**config.mk**
```make
export PLATFORM = sky130hd
export DESIGN_NAME = ws2812b_frame_sequencer
export DESIGN_NICKNAME = d
export VERILOG_FILES = /design/src/rtl/ws2812b_frame_sequencer_pkg.sv /design/src/rtl/ws2812b_bit_encoder.sv /design/src/rtl/ws2812b_frame_sequencer.sv
export SDC_FILE = /design/constraint.sdc
export NUM_CORES = 1
export LEC_CHECK = 0
export CAP_MARGIN = 10
export CORE_MARGIN = 2
export CORE_UTILIZATION = 54
export CTS_CLUSTER_DIAMETER = 80
export CTS_CLUSTER_SIZE = 40
export DETAILED_ROUTE_END_ITERATION = 8
export GPL_ROUTABILITY_DRIVEN = 1
export GPL_TIMING_DRIVEN = 0
export PLACE_DENSITY = 0.76
export SYNTH_ARGS = -nofsm -noshare
export SYNTH_HDL_FRONTEND = slang
export SYNTH_SLANG_ARGS = --single-unit
```
**constraint.sdc**
```tcl
create_clock -name clk -period 1.7 [get_ports clk]
set_input_delay 0.17 -clock clk [delete_from_list [all_inputs] [get_ports clk]]
set_output_delay 0.17 -clock clk [all_outputs]
set_load 0.02 [all_outputs]
```
**src/rtl/ws2812b_frame_sequencer_pkg.sv**
```systemverilog
`default_nettype none
// ============================================================================
// Module   : ws2812b_frame_sequencer_pkg
// Purpose  : Shared types and constants for the WS2812B frame sequencer:
//            sequencer states, register map, CTRL/STATUS bit positions and
//            default bit timing at 64 MHz. WS2812B_AUTO_REFRESH_EN enables
//            CTRL bit3 in the top level.
// Revision : 1.0 - initial release
// ============================================================================
package ws2812b_frame_sequencer_pkg;

    typedef enum logic [1:0] {
        S_IDLE  = 2'd0,
        S_SEND  = 2'd1,
        S_DRAIN = 2'd2,
        S_LATCH = 2'd3
    } state_t;

    localparam logic [3:0] C_ADDR_CTRL   = 4'h0;
    localparam logic [3:0] C_ADDR_STATUS = 4'h1;
    localparam logic [3:0] C_ADDR_PTR    = 4'h2;
    localparam logic [3:0] C_ADDR_DATA   = 4'h3;

    localparam int C_CTRL_START   = 0;
    localparam int C_CTRL_PTR_RST = 1;
    localparam int C_CTRL_OVR_CLR = 2;
    localparam int C_CTRL_AUTO    = 3;

    localparam int C_STAT_BUSY = 0;
    localparam int C_STAT_DONE = 1;
    localparam int C_STAT_OVR  = 2;

    localparam int C_DEF_NUM_LEDS = 4;
    localparam int C_DEF_T0H      = 26;
    localparam int C_DEF_T1H      = 51;
    localparam int C_DEF_TBIT     = 80;
    localparam int C_DEF_TRESET   = 5120;

endpackage : ws2812b_frame_sequencer_pkg
`default_nettype wire

```
**src/rtl/ws2812b_bit_encoder.sv**
```systemverilog
`default_nettype none
// ============================================================================
// Module   : ws2812b_bit_encoder
// Purpose  : Serialises bytes MSB first into WS2812B bit cells. Each cell is
//            TBIT cycles: high for T0H/T1H, low for the rest. Ready rises in
//            the final cycle of a byte so bytes stream without gaps.
// Revision : 1.0 - initial release
// ============================================================================
module ws2812b_bit_encoder
    import ws2812b_frame_sequencer_pkg::*;
#(
    parameter int T0H  = C_DEF_T0H,
    parameter int T1H  = C_DEF_T1H,
    parameter int TBIT = C_DEF_TBIT
) (
    input  logic       clk,
    input  logic       rst_n,
    input  logic       i_valid,
    input  logic [7:0] i_data,
    output logic       o_ready,
    output logic       o_serial,
    output logic       o_idle
);

    localparam int CW = $clog2(TBIT);
    localparam logic [CW-1:0] C_LAST_CYC = CW'(TBIT - 1);
    localparam logic [CW-1:0] C_T0H      = CW'(T0H);
    localparam logic [CW-1:0] C_T1H      = CW'(T1H);

    logic          r_active;
    logic [7:0]    r_shift;
    logic [2:0]    r_bit;
    logic [CW-1:0] r_cyc;
    logic          w_last;
    logic          w_accept;

    assign w_last   = r_active && (r_bit == 3'd7) && (r_cyc == C_LAST_CYC);
    assign o_ready  = !r_active || w_last;
    assign w_accept = i_valid && o_ready;
    assign o_idle   = !r_active;
    assign o_serial = r_active && (r_cyc < (r_shift[7] ? C_T1H : C_T0H));

    // Bit/cycle counters; a new byte reloads directly over the last cycle
    always_ff @(posedge clk) begin
        if (!rst_n) begin
            r_active <= 1'b0;
            r_shift  <= 8'h00;
            r_bit    <= 3'd0;
            r_cyc    <= '0;
        end else if (w_accept) begin
            r_active <= 1'b1;
            r_shift  <= i_data;
            r_bit    <= 3'd0;
            r_cyc    <= '0;
        end else if (r_active) begin
            if (r_cyc == C_LAST_CYC) begin
                r_cyc <= '0;
                if (r_bit == 3'd7) begin
                    r_active <= 1'b0;
                end else begin
                    r_bit   <= r_bit + 3'd1;
                    r_shift <= {r_shift[6:0], 1'b0};
                end
            end else begin
                r_cyc <= r_cyc + CW'(1);
            end
        end
    end

endmodule : ws2812b_bit_encoder
`default_nettype wire

```
**src/rtl/ws2812b_frame_sequencer.sv**
```systemverilog
`default_nettype none
// ============================================================================
// Module   : ws2812b_frame_sequencer
// Purpose  : TinyQV byte peripheral holding a GRB frame buffer and streaming
//            it to a WS2812B chain (uo_out[1]), busy on uo_out[2].
//            Optional feature macro: WS2812B_AUTO_REFRESH_EN (CTRL bit3
//            repeats frames continuously).
// Revision : 1.0 - initial release
// ============================================================================
module ws2812b_frame_sequencer
    import ws2812b_frame_sequencer_pkg::*;
#(
    parameter int NUM_LEDS = C_DEF_NUM_LEDS,
    parameter int T0H      = C_DEF_T0H,
    parameter int T1H      = C_DEF_T1H,
    parameter int TBIT     = C_DEF_TBIT,
    parameter int TRESET   = C_DEF_TRESET
) (
    input  logic       clk,
    input  logic       rst_n,
    input  logic [7:0] ui_in,
    output logic [7:0] uo_out,
    input  logic [3:0] address,
    input  logic       data_write,
    input  logic [7:0] data_in,
    output logic [7:0] data_out
);

    localparam int DEPTH = NUM_LEDS * 3;
    localparam int IW    = $clog2(DEPTH);
    localparam int LW    = $clog2(TRESET);
    localparam logic [IW-1:0] C_LAST_IDX   = IW'(DEPTH - 1);
    localparam logic [LW-1:0] C_LAST_LATCH = LW'(TRESET - 1);

    state_t        r_state, w_state_nxt;
    logic [IW-1:0] r_idx, w_idx_nxt;
    logic [LW-1:0] r_lcnt, w_lcnt_nxt;
    logic [IW-1:0] r_ptr;
    logic [7:0]    r_buf [DEPTH];
    logic          r_busy, r_done, r_ovr, r_line;
    logic          w_valid, w_frame_done, w_auto;
    logic          w_enc_ready, w_enc_idle, w_serial;
    logic          w_wr_ctrl, w_wr_ptr, w_wr_data;
    logic          w_start, w_buf_open, w_blocked_wr;
    logic          w_unused_ok;

    assign w_unused_ok = &{1'b0, ui_in};

    assign w_wr_ctrl    = data_write && (address == C_ADDR_CTRL);
    assign w_wr_ptr     = data_write && (address == C_ADDR_PTR);
    assign w_wr_data    = data_write && (address == C_ADDR_DATA);
    assign w_start      = w_wr_ctrl && data_in[C_CTRL_START] && !r_busy;
    // Buffer writes are only safe when no frame is reading the buffer, unless
    // continuous refresh is on, where software updates land in a later frame
    assign w_buf_open   = !r_busy || w_auto;
    assign w_blocked_wr = (w_wr_ptr || w_wr_data) && !w_buf_open;

`ifdef WS2812B_AUTO_REFRESH_EN
    logic r_auto;
    // Auto-refresh enable follows CTRL bit3 on every CTRL write
    always_ff @(posedge clk) begin
        if (!rst_n)         r_auto <= 1'b0;
        else if (w_wr_ctrl) r_auto <= data_in[C_CTRL_AUTO];
    end
    assign w_auto = r_auto;
`else
    assign w_auto = 1'b0;
`endif

    ws2812b_bit_encoder #(
        .T0H  (T0H),
        .T1H  (T1H),
        .TBIT (TBIT)
    ) u_encoder (
        .clk      (clk),
        .rst_n    (rst_n),
        .i_valid  (w_valid),
        .i_data   (r_buf[r_idx]),
        .o_ready  (w_enc_ready),
        .o_serial (w_serial),
        .o_idle   (w_enc_idle)
    );

    // Sequencer state, byte index and latch counter registers
    always_ff @(posedge clk) begin
        if (!rst_n) begin
            r_state <= S_IDLE;
            r_idx   <= '0;
            r_lcnt  <= '0;
        end else begin
            r_state <= w_state_nxt;
            r_idx   <= w_idx_nxt;
            r_lcnt  <= w_lcnt_nxt;
        end
    end

    // Sequencer next-state: feed bytes, wait for the last bit, then latch
    always_comb begin
        w_state_nxt  = r_state;
        w_idx_nxt    = r_idx;
        w_lcnt_nxt   = r_lcnt;
        w_valid      = 1'b0;
        w_frame_done = 1'b0;
        case (r_state)
            S_IDLE: begin
                if (w_start) begin
                    w_state_nxt = S_SEND;
                    w_idx_nxt   = '0;
                end
            end
            S_SEND: begin
                w_valid = 1'b1;
                if (w_enc_ready) begin
                    if (r_idx == C_LAST_IDX) w_state_nxt = S_DRAIN;
                    else                     w_idx_nxt   = r_idx + IW'(1);
                end
            end
            S_DRAIN: begin
                if (w_enc_idle) begin
                    w_state_nxt = S_LATCH;
                    w_lcnt_nxt  = '0;
                end
            end
            S_LATCH: begin
                if (r_lcnt == C_LAST_LATCH) begin
                    w_frame_done = 1'b1;
                    if (w_auto) begin
                        w_state_nxt = S_SEND;
                        w_idx_nxt   = '0;
                    end else begin
                        w_state_nxt = S_IDLE;
                    end
                end else begin
                    w_lcnt_nxt = r_lcnt + LW'(1);
                end
            end
            default: w_state_nxt = S_IDLE;
        endcase
    end

    // Registered outputs and sticky status flags
    always_ff @(posedge clk) begin
        if (!rst_n) begin
            r_busy <= 1'b0;
            r_done <= 1'b0;
            r_ovr  <= 1'b0;
            r_line <= 1'b0;
        end else begin
            r_busy <= (w_state_nxt != S_IDLE);
            r_line <= w_serial;
            if (w_start)           r_done <= 1'b0;
            else if (w_frame_done) r_done <= 1'b1;
            if (w_wr_ctrl && data_in[C_CTRL_OVR_CLR]) r_ovr <= 1'b0;
            else if (w_blocked_wr)                    r_ovr <= 1'b1;
        end
    end

    // Buffer pointer: direct load (out-of-range clamps to 0), auto-increment, reset
    always_ff @(posedge clk) begin
        if (!rst_n) begin
            r_ptr <= '0;
        end else if (w_wr_ptr && w_buf_open) begin
            r_ptr <= (data_in >= 8'(DEPTH)) ? '0 : data_in[IW-1:0];
        end else if (w_wr_data && w_buf_open) begin
            r_ptr <= (r_ptr == C_LAST_IDX) ? '0 : r_ptr + IW'(1);
        end else if (w_wr_ctrl && data_in[C_CTRL_PTR_RST] && !r_busy) begin
            r_ptr <= '0;
        end
    end

    // Pixel buffer storage; contents survive reset
    always_ff @(posedge clk) begin
        if (w_wr_data && w_buf_open) r_buf[r_ptr] <= data_in;
    end

    // Combinational register read mux
    always_comb begin
        data_out = 8'h00;
        case (address)
            C_ADDR_STATUS: data_out = {5'b0, r_ovr, r_done, r_busy};
            C_ADDR_PTR:    data_out = {{(8 - IW){1'b0}}, r_ptr};
            C_ADDR_DATA:   data_out = r_buf[r_ptr];
            default:       data_out = 8'h00;
        endcase
    end

    assign uo_out = {5'b0, r_busy, r_line, 1'b0};

endmodule : ws2812b_frame_sequencer
`default_nettype wire

```
# [Word level (Yosys, flattened, before mapping)]
# Memories as Yosys holds them, arrays and structs flattened. A register that Yosys moved wholly into a read port is not among the register bits.
# Cells that the tools add are included.
[classes] multipliers=0 div=0 bitwise_logic=2 n_shift=0 eq_ne=17 n_reduce_logical=34 add_sub_neg=5 mux=38 n_lt_le_gt_ge=2
[ops] cell="2-to-1 mux 4 bit" n=12
[ops] cell="2-to-1 mux 8 bit" n=4
[ops] cell="2-to-1 mux 13 bit" n=2
[ops] cell="case mux 13 bit (2 select lines)" n=1
[ops] cell="case mux 8 bit (3 select lines)" n=1
[ops] cell="logical AND 1 bit" n=15
[ops] cell="adder 13 x 1 -> 13 bit, second input constant" n=1
[ops] cell="== test 13 bit, second input constant" n=1
[ops] cell="2-to-1 mux 2 bit" n=5
[ops] cell="nonzero test 2 bit" n=5
[ops] cell="2-to-1 mux 1 bit" n=9
[ops] cell="AND reduction 3 bit" n=3
[ops] cell="adder 4 x 1 -> 4 bit, second input constant" n=2
[ops] cell="== test 4 x 2 -> 1 bit, second input constant" n=2
[ops] cell="== test 4 bit, second input constant" n=2
[ops] cell="greater-or-equal comparator 8 x 4 -> 1 bit, second input constant" n=1
[ops] cell="inequality test 2 bit, second input constant" n=4
[ops] cell="case mux 2 bit (4 select lines)" n=1
[ops] cell="case mux 4 bit (2 select lines)" n=1
[ops] cell="adder 7 x 1 -> 7 bit, second input constant" n=1
[ops] cell="== test 7 bit, second input constant" n=1
[ops] cell="< comparator 7 bit" n=1
[ops] cell="2-to-1 mux 7 bit" n=1
[ops] cell="2-to-1 mux 6 bit" n=1
[ops] cell="other kinds (14)" n=21
[word_totals] memories=1 ram_bits=96 wordCells=111 reg_bits=46 out_inout_bits=16 romBits=0 latch_bits=0
[mem_list] memory="r_buf" words=12 word_bits=8 read_ports=2 rd_clocked_by_memory_dff=2 wr=1 line_no="ws2812b_frame_sequencer.sv:39" rtl="logic [7:0] r_buf [DEPTH];"

# [Depth between registers and ports, before layout]
[depth] depth_word=9 ltp_mapped=8 depth_no_buf=7

# [Hierarchy]
# Synthesis repeated with hierarchy kept, for this count alone.
[unflattened] hier_cells=571 area_unflattened_um2=7483.4
[modules_own_cells] mod="ws2812b_frame_sequencer" cells_per_inst=437 seq_area_each_um2=3583.4 instances=1 area_per_inst_um2=6308.6
[modules_own_cells] mod="ws2812b_bit_encoder" cells_per_inst=134 seq_area_each_um2=380.4 instances=1 area_per_inst_um2=1174.9

# [Worst setup path after synthesis]
# Ideal clock, no wire load.
[synth_path] path_type="flip-flop to output port" startpoint="register with a tool-made name" endpoint="output port data_out[4]" arrival_time_ns=1.628 required_ns=1.530 path_slack_ns=-0.098 stages_incl_launch_ff=9 path_cell_list="dfxtp_1 -> buf_4 -> buf_6 -> buf_6 -> mux2i_1 -> a21oi_1 -> o21ai_0 -> a21o_1 -> a21oi_1"
[synth_rtl] element="to (decl)" line_no="ws2812b_frame_sequencer.sv:26" rtl="output logic [7:0] data_out"

==> impl_metrics.json <==
{
  "status": "finished, violations left",
  "violations": "negative setup slack",
  "busiest_layer": "met2",
  "cts_tree": "built",
  "grt_pass1_vias": 5168,
  "leakage_uw": 0.00304,
  "cts_hold_buf": 0,
  "worstPathBufferInverterCount": 3,
  "async_flop_share": 0,
  "peakVddDrop_mv": 1.22,
  "yosysWarningCount": 0,
  "synthMostInstantiatedCell": "edfxtp_1",
  "ys_types": 65,
  "cp-start-kind": "register",
  "rsz0062_at_grt": "yes",
  "htree_levels": 4,
  "core_area_um2": 13200,
  "first_pass_iters": 5,
  "synth-simple-area-share": 0.128,
  "synthAdderAreaFrac": 0.0189,
  "tightest_slew_ns": 0.764,
  "cp_cell_sequence": "buf_6 > buf_12 > mux4_2 > mux2i_2 > nor2_2 > a21oi_2 > o22ai_1 > buf_2",
  "yosys-top-cells-count": "edfxtp_1, dfxtp_1, nor2_1",
  "gr-total-overflow": 0,
  "grt_util_met1": 0.320,
  "cts_made_buffers": 17,
  "drt_iter0_drc": 565,
  "num_rows": 42,
  "hold_viol_final": 0,
  "initial_core_util": 0.551,
  "fin_ws_ns": -0.734,
  "cp.arrival_ns": 2.26,
  "synthMuxAreaShare": 0.158,
  "timing.setup.tns_ns": -5.72,
  "via_per_inst": 6.22,
  "min_path_type": "in2reg",
  "dpl.hpwl_mm": 11.3,
  "critical_path.max_stage_delay_ns": 0.52,
  "syn_area_per_cell_um2": 13.0,
  "synth_top_family_by_area": "multiplexers",
  "worstSetupPathType": "reg2out",
  "die_h_um": 120,
  "grt_max_degree": 17,
  "final.period_utilization": 1.43,
  "grt_pass1_wl_mm": 28.0,
  "worstSetupEndpointType": "primary output",
  "wirelength_mm": 18.5,
  "cts_buffer_depth": 2,
  "syn_inst": 560,
  "grt_util_all_layers": 0.263,
  "finalSetupViolCount": 15,
  "finalCriticalPeriod_ns": 2.43,
  "grt_util_met3": 0.0656,
  "synth.top_cell.area_share": 0.395,
  "die-area_um2": 14500,
  "nets": 674,
  "diodes": 0,
  "cts_root_buffer": "clkbuf_16",
  "path_clk_slew_ns": 0.06,
  "finish.utilization": 0.697,
  "vias": 5156,
  "critPathTopFamily": "multiplexers",
  "drv_slew": 0,
  "synthFlopType": "edfxtp_1",
  "slowest_stage": "mux4_2",
  "clock-sinks": 150,
  "grt_util_met2": 0.451,
  "drcViolationCount": 0,
  "gp_congestion": 0.840,
  "wl_per_cell_um": 22.3,
  "clock_skew_ns": 0.0149,
  "ys_ff_latch": 150,
  "antenna_found_initial": 0,
  "detail-route-antenna-nets": 0,
  "dp_slack_ns": -1.05,
  "drive_gt1_frac": 0.378,
  "synth-compound-area-share": 0.0912,
  "ys_seq_area_frac": 0.543,
  "instances_no_fill": 829,
  "worstPathRequired_ns": 1.53,
  "io_buffers": 22,
  "drv_cap": 0,
  "syn_to_final_growth_pct": 26.5,
  "fill_cells": 866,
  "synth_edf_count": 96,
  "synthXorXnorAreaFrac": 0.0228,
  "powerDensity_nw_per_um2": 855,
  "synth_area_um2": 7300,
  "clk_latency_ns": 0.44,
  "fmax_mhz": 411,
  "io_pins": 39,
  "die_w_um": 120,
  "yosysTopAreaCell": "edfxtp_1",
  "max_slew_margin": 0.491,
  "dp.cells": 763,
  "synthTopCellsByArea": "edfxtp_1, dfxtp_1, mux4_2, mux2i_1, nor2_1",
  "path_max_fanout": 5
}
[kinds of logic (layout without fill, tap and decap cells)]
kind of cell / count (synthesis) / count (layout)
muxes: 69 / 69
AOI/OAI and AO/OA: 98 / 98
other: 1 / 6
adders and majority gates: 11 / 11
and+or+nand+nor: 167 / 167
DFF: 150 / 150
xor gates and xnor gates: 19 / 19
buffers and inverters: 45 / 133
[worst reg2reg max path, cell delays in order, from the launching register on]
cell and delay (ns):
dfxtp_4 0.38, buf_12 0.13, buf_12 0.14, mux4_2 0.52, mux2i_2 0.26, a211oi_1 0.13
o21a_1 0.17
[layout make-up]
cell class	instances	area, µm²	share of cell area
Timing Repair Buffer	59	627	0.0679
Inverter	11	45.0	0.00488
Clock inverter	10	96.3	0.0104
Tap cell	176	220	0.0239
Clock buffer	22	474	0.0514
Multi-Input combinational cell	370	3490	0.378
Buffer	31	294	0.0319
Sequential cell	150	3990	0.432
[routing by layer]
metal,wire length (µm),part of all wire
met1,6840,0.37
met2,9680,0.52
met3,1500,0.081
met4,444,0.024
met5,0,0
[sequential cells by signal (all words and copies together), names as in the netlist, 2 cells and up, named ones only]
signal	flops
r_buf	96
r_idx	4
r_lcnt	13
r_ptr	4
r_state	2
u_encoder.r_bit	3
u_encoder.r_cyc	7
u_encoder.r_shift	8
[cell usage in the layout (no fill, tap or decap), drive strengths merged, types with 5 or more instances in the layout]
cell           netlist  routed
o21ai               16      16
nor3                 8       8
buf                 22      64
clkinv               1       7
mux2i               21      21
a21o                 5       5
and2                14      14
nand4                5       5
inv                 10      11
clkbuf              12      34
nand3               14      14
ha                  11      11
nor2b                9       9
conb                 1       6
nand2b               5       5
nand2               34      34
a211oi               7       7
xor2                 8       8
clkdlybuf4s50        0       7
xnor2               11      11
mux4                36      36
dfxtp               54      54
nor2                49      49
edfxtp              96      96
a22oi               10      10
a21oi               25      25
mux2                12      12
o22ai               11      11
nor4                11      11
[final timing paths]
path	from	end	slack (ns)	cells past startpoint
hold reg to reg	u_encoder.r_shift[6]	u_encoder.r_shift[7]	0.48	2
setup / recovery	register	data_out[0]	-0.73	8
setup reg to reg	register	u_encoder.r_shift[2]	-0.13	6
hold / removal	address[0]	r_done	0.21	5
[power breakdown]
group | internal [µW] | switching, µW
logic | 161 | 196
registers | 3880 | 10.5
clock network | 2140 | 1510
total | 6180 | 1710
[repair_timing]
item / 4_1_cts / 5_1_grt
resized for setup: 148 / 58
gates cloned: 3 / 1
setup endpoints to repair: 136 / 89
pin swaps: 42 / 21
buffers inserted: 19 / 15
[per-stage QoR]
stage | cell area, µm² | total power [µW] | hold WS (ns)
floorplan | 7340 | 4140 | 0.269
global placement | 7780 | 4250 | 0.450
detailed placement | 7780 | 4260 | 0.456
CTS | 8930 | 7870 | 0.204
global route | 9230 | 8070 | 0.241
finish | 9230 | 7890 | 0.210
No activity file was read; power rests on OpenSTA's default activity.
